===== src/rtl/shift_arbiter.sv =====
// Round-robin shared 32-bit shifter for two requesters.
// One-entry registered result slot with valid/ready.
module shift_arbiter #(
  parameter int WIDTH = 32,
  parameter int AMT_W = 32
) (
  input  logic             clk,
  input  logic             rst_n,
  input  logic             req0_valid,
  output logic             req0_ready,
  input  logic             req0_dir,
  input  logic [AMT_W-1:0] req0_amt,
  input  logic [WIDTH-1:0] req0_data,
  input  logic             req1_valid,
  output logic             req1_ready,
  input  logic             req1_dir,
  input  logic [AMT_W-1:0] req1_amt,
  input  logic [WIDTH-1:0] req1_data,
  output logic             rsp_valid,
  input  logic             rsp_ready,
  output logic [WIDTH-1:0] rsp_data,
  output logic             rsp_id
);

  typedef enum logic {
    EMPTY = 1'b0,
    FULL  = 1'b1
  } slot_e;

  typedef struct packed {
    logic             dir;
    logic [AMT_W-1:0] amt;
    logic [WIDTH-1:0] data;
  } req_t;

  slot_e            state_q;
  slot_e            state_d;
  logic             last_q;
  logic             id_q;
  logic [WIDTH-1:0] data_q;

  logic slot_free;
  logic win0;
  logic win1;
  logic acc;
  logic sel;
  req_t r0;
  req_t r1;
  req_t rs;

  // dir=0: arithmetic right, dir=1: logical left
  function automatic logic [WIDTH-1:0] shift(input req_t r);
    logic big;
    big = (r.amt >= AMT_W'(WIDTH));
    if (r.dir) begin
      shift = big ? '0 : (r.data << r.amt);
    end else begin
      shift = big ? {WIDTH{r.data[WIDTH-1]}}
                  : WIDTH'($signed(r.data) >>> r.amt);
    end
  endfunction

  assign r0 = '{dir: req0_dir, amt: req0_amt, data: req0_data};
  assign r1 = '{dir: req1_dir, amt: req1_amt, data: req1_data};

  assign rsp_valid = (state_q == FULL);
  assign rsp_data  = data_q;
  assign rsp_id    = id_q;
  assign slot_free = !rsp_valid || rsp_ready;

  // last_q=1 means requester 1 was granted last
  assign win0 = req0_valid && (!req1_valid || last_q);
  assign win1 = req1_valid && (!req0_valid || !last_q);

  // readys are gated by reset so nothing is offered during it
  assign req0_ready = rst_n && slot_free && win0;
  assign req1_ready = rst_n && slot_free && win1;

  assign acc = req0_ready || req1_ready;
  assign sel = req1_ready;
  assign rs  = sel ? r1 : r0;

  always_comb begin
    state_d = state_q;
    unique case (state_q)
      EMPTY: if (acc) state_d = FULL;
      FULL: begin
        if (acc) state_d = FULL;
        else if (rsp_ready) state_d = EMPTY;
      end
      default: state_d = EMPTY;
    endcase
  end

  always_ff @(posedge clk or negedge rst_n) begin
    if (!rst_n) begin
      state_q <= EMPTY;
      last_q  <= 1'b1;
      id_q    <= 1'b0;
      data_q  <= '0;
    end else begin
      state_q <= state_d;
      if (acc) begin
        data_q <= shift(rs);
        id_q   <= sel;
        last_q <= sel;
      end
    end
  end

endmodule


===== config.mk =====
export PLATFORM = sky130hd
export DESIGN_NAME = shift_arbiter
export DESIGN_NICKNAME = d
export VERILOG_FILES = /design/src/rtl/shift_arbiter.sv
export SDC_FILE = /design/constraint.sdc
export NUM_CORES = 1
export LEC_CHECK = 0
export BUFFER_PORTS_ARGS = -buffer_cell sky130_fd_sc_hd__clkbuf_2
export CORE_ASPECT_RATIO = 1.2
export CORE_MARGIN = 4
export CORE_UTILIZATION = 45
export CTS_CLUSTER_SIZE = 25
export DETAILED_ROUTE_END_ITERATION = 8
export PLACE_DENSITY = 0.78
export SKIP_LAST_GASP = 1
export SLEW_MARGIN = 20
export SYNTH_ARGS = -nofsm -noshare
export SYNTH_HDL_FRONTEND = slang
export SYNTH_SLANG_ARGS = --single-unit

===== constraint.sdc =====
create_clock -name clk -period 5.3 [get_ports clk]
set_clock_uncertainty 0.2 [all_clocks]
set_input_delay 0.53 -clock clk [delete_from_list [all_inputs] [get_ports clk]]
set_output_delay 0.53 -clock clk [all_outputs]
set_load 0.005 [all_outputs]

==> run_results.csv <==
group,metric,value,unit
layout,fin_util,0.516,
critical_path,required,5280,ps
clock_network,cts_buffer_depth,2,
synthesis,seq_area_frac_synth,0.112,
sta,finalSetupViolations,0,
detailed_routing,drcViolationCount,0,
clock_network,root_buffer,"clkbuf_16",
critical_path,r2r-end,"rsp_data[16]$_DFFE_PN0P_",
sta,fin_crit_sh,0.829,
critical_path,end_kind,"flop",
floorplan,die-width,129,um
pwr,finalPower,1800,uW
synthesis,synth.top_cell.area_share,0.164,
synthesis,syn_nets,1131,
detailed_routing,vias,9484,
synthesis,avgSynthCellArea,7.90,sq um
critical_path,crit_arrival,4370,ps
flow_run,cap_violations,0,
synthesis,synth_edf_count,0,
clock_network,hold_buffers,0,
critical_path,cp_max_fo,42,
layout,drive_above_1_share,0.284,
pwr,leakagePower,0.00373,uW
placement,portBuffers,170,
sta,fin_crit,4390,ps
floorplan,pin_count,171,
layout,diodes,0,
floorplan,die_y,153,um
min_path,hold-path-cell-count,2,
sta,hold_viol,0,
sta,clock.fmax,228,MHz
synthesis,ys.flop_type,"dfrtp_1",
clock_network,cts.sink_count,35,
critical_path,timing.rr.start,"rsp_valid$_DFF_PN0_",
critical_path,startpoint_type,"flop",
clock_network,cts_tree,"done",
placement,gp_congestion,1.07,
synthesis,netlist_area,0.00786,sq mm
clock_network,cts_setup_buffers,0,
global_route,grt_max_degree,80,
synthesis,synth_top_cell_by_area,"mux2i_1",
layout,area_growth_syn_to_layout,11.8,%
layout,final_cell_mix,"clkbuf_2, mux2i_1, nand2_1, nor2_1, a21oi_1",
detailed_routing,ant_nets,0,
sta,rsz0062_at_grt,"false",
detailed_routing,dr.pass1.iters,7,
floorplan,initial_core_util,0.461,
detailed_routing,vias_per_cell,7.18,
critical_path,reg2reg_slack,910,ps
synthesis,synth_area_leaders,"mux2i_1, dfrtp_1, mux4_2, mux2_2, nand2_1",
detailed_routing,drtIter0Drc,1297,
synthesis,synth-async-reset-ratio,1.00,
min_path,hold_end,"rsp_data[15]$_DFFE_PN0P_",
placement,place_area,0.00865,sq mm
floorplan,core,0.0170,sq mm
placement,place_hpwl,27500,um
global_route,grt_overflow,0,
min_path,min_path_type,"flop to flop",
floorplan,rows,52,
clock_network,h-tree-depth,2,
min_path,min_from,"rsp_data[15]$_DFFE_PN0P_",
layout,final_common_cell,"clkbuf_2",
sta,slew_viol_final,0,
clock_network,ctsResizeCount,0,
layout,nets,1240,
sta,worst_pin_slew,1200,ps
floorplan,die-area,0.0197,sq mm
detailed_routing,postRouteWirelength,35800,um
synthesis,ys_warn_count,0,
synthesis,synth_seq_cells,35,
global_route,grt_pass1_wl,53900,um
pwr,p_per_area,205,mW/mm^2
clock_network,cts_buffers,5,
critical_path,ff2ff_path_depth,9,
sta,setup_tns,0,ps
global_route,grt_util_all_layers,0.347,
synthesis,synth_cells,996,
global_route,antenna_found_initial,2,
clock_network,path_clk_slew,60,ps
sta,max_slew_margin,0.188,
run_status,outcome,"complete, no violations",
critical_path,worstSetupPathType,"flop to flop",
synthesis,ys_types,84,
layout,final_cell_area,0.00879,sq mm
pwr,ir_worst_vdd,0.147,mV
global_route,grt_pass1_vias,8961,
detailed_routing,wl_per_cell,27.1,um
clock_network,clk-insertion-delay-late,280,ps
[power breakdown]
group	internal (uW)	switching, uW	total, uW
combinational	412	679	1090
clock	184	119	303
sequential	350	57.0	407
[worst max-delay path, cell delays in order (launching register included)]
cell and delay (ps):
dfrtp_1 390, nand2b_1 580, nand3_4 340, inv_4 480, nand3_2 330, nand2_1 730
nand3_2 460, nor3_1 360, nor4_1 100, a311oi_1 300
[worst max-delay path by stage]
stage	depth (start not counted)	endpoint	slack (ps)	from
after floorplan	10	rsp_data[20]$_DFFE_PN0P_	2490	req0_amt[0]
after global placement	10	rsp_data[16]$_DFFE_PN0P_	960	rsp_ready
after detailed placement	10	rsp_data[16]$_DFFE_PN0P_	810	rsp_ready
after CTS	9	rsp_data[16]$_DFFE_PN0P_	1080	rsp_valid$_DFF_PN0_
after global routing	9	rsp_data[16]$_DFFE_PN0P_	790	rsp_valid$_DFF_PN0_
final	9	rsp_data[16]$_DFFE_PN0P_	910	rsp_valid$_DFF_PN0_
[sequential cells by signal, summed over array words and instances, names as in the netlist]
register   flops
rsp_data      32
last_q         1
rsp_id         1
rsp_valid      1
[kinds of logic (layout without fill, tap and decap cells)]
kind of cell           after synthesis  count (layout)  share of synthesized area
flip-flops                          35              35                      0.112
AND/OR/NAND/NOR                    342             342                      0.211
buffers and inverters              100             209                     0.0692
multiplexers                       214             214                      0.336
AO/OA/AOI/OAI                      305             305                      0.273
[stage by stage]
stage               setup slack, ps  instances  hold WS (ps)
detailed placement              814       1314           257
floorplan                      2490        996          34.4
global placement                960       1314           255
finish                          909       1321           265
CTS                            1080       1321           270
global route                    787       1321           299
[layout make-up]
cell class	instances	area [sq um]
Clock inverter	1	5.00
Tap cell	216	270
Fill cell	1742	8250
Timing Repair Buffer	190	1010
Clock buffer	6	139
Multi-Input combinational cell	861	6450
Inverter	12	47.5
Sequential cell	35	877
[synthesized netlist by cell type (4+ instances only)]
cell         n
nand2_1    109
buf_2       45
a32oi_1      5
o211ai_1    18
nor4_1      21
a221o_1      6
nor2b_1     14
mux2_2      47
o21ai_1      4
a211o_1      4
a211oi_1    24
a21o_1       6
o2111ai_1    7
o31ai_1      8
clkbuf_1    16
nor2_1      80
dfrtp_1     34
o21ai_0     51
nand3_1     37
nor3_1      24
mux4_2      34
inv_1        8
a221oi_1     6
buf_4       17
buf_6        6
a21oi_1     57
nand4_1     11
mux2i_1    129
nand2b_1     4
a2bb2oi_1    4
a31oi_1     21
or3_1        8
o22a_1       5
a311oi_1     8
o22ai_1     23
and3_1      11
a22oi_1      8
[per-layer routing]
layer	vias to the layer above	part of all wire	track usage
met4	4	0.059	0.171
met3	165	0.11	0.0583
met5	-	0.00064	0
li1	4136	-	-
met1	4487	0.38	0.468
met2	692	0.45	0.532
Power figures use the tool's default switching activity.
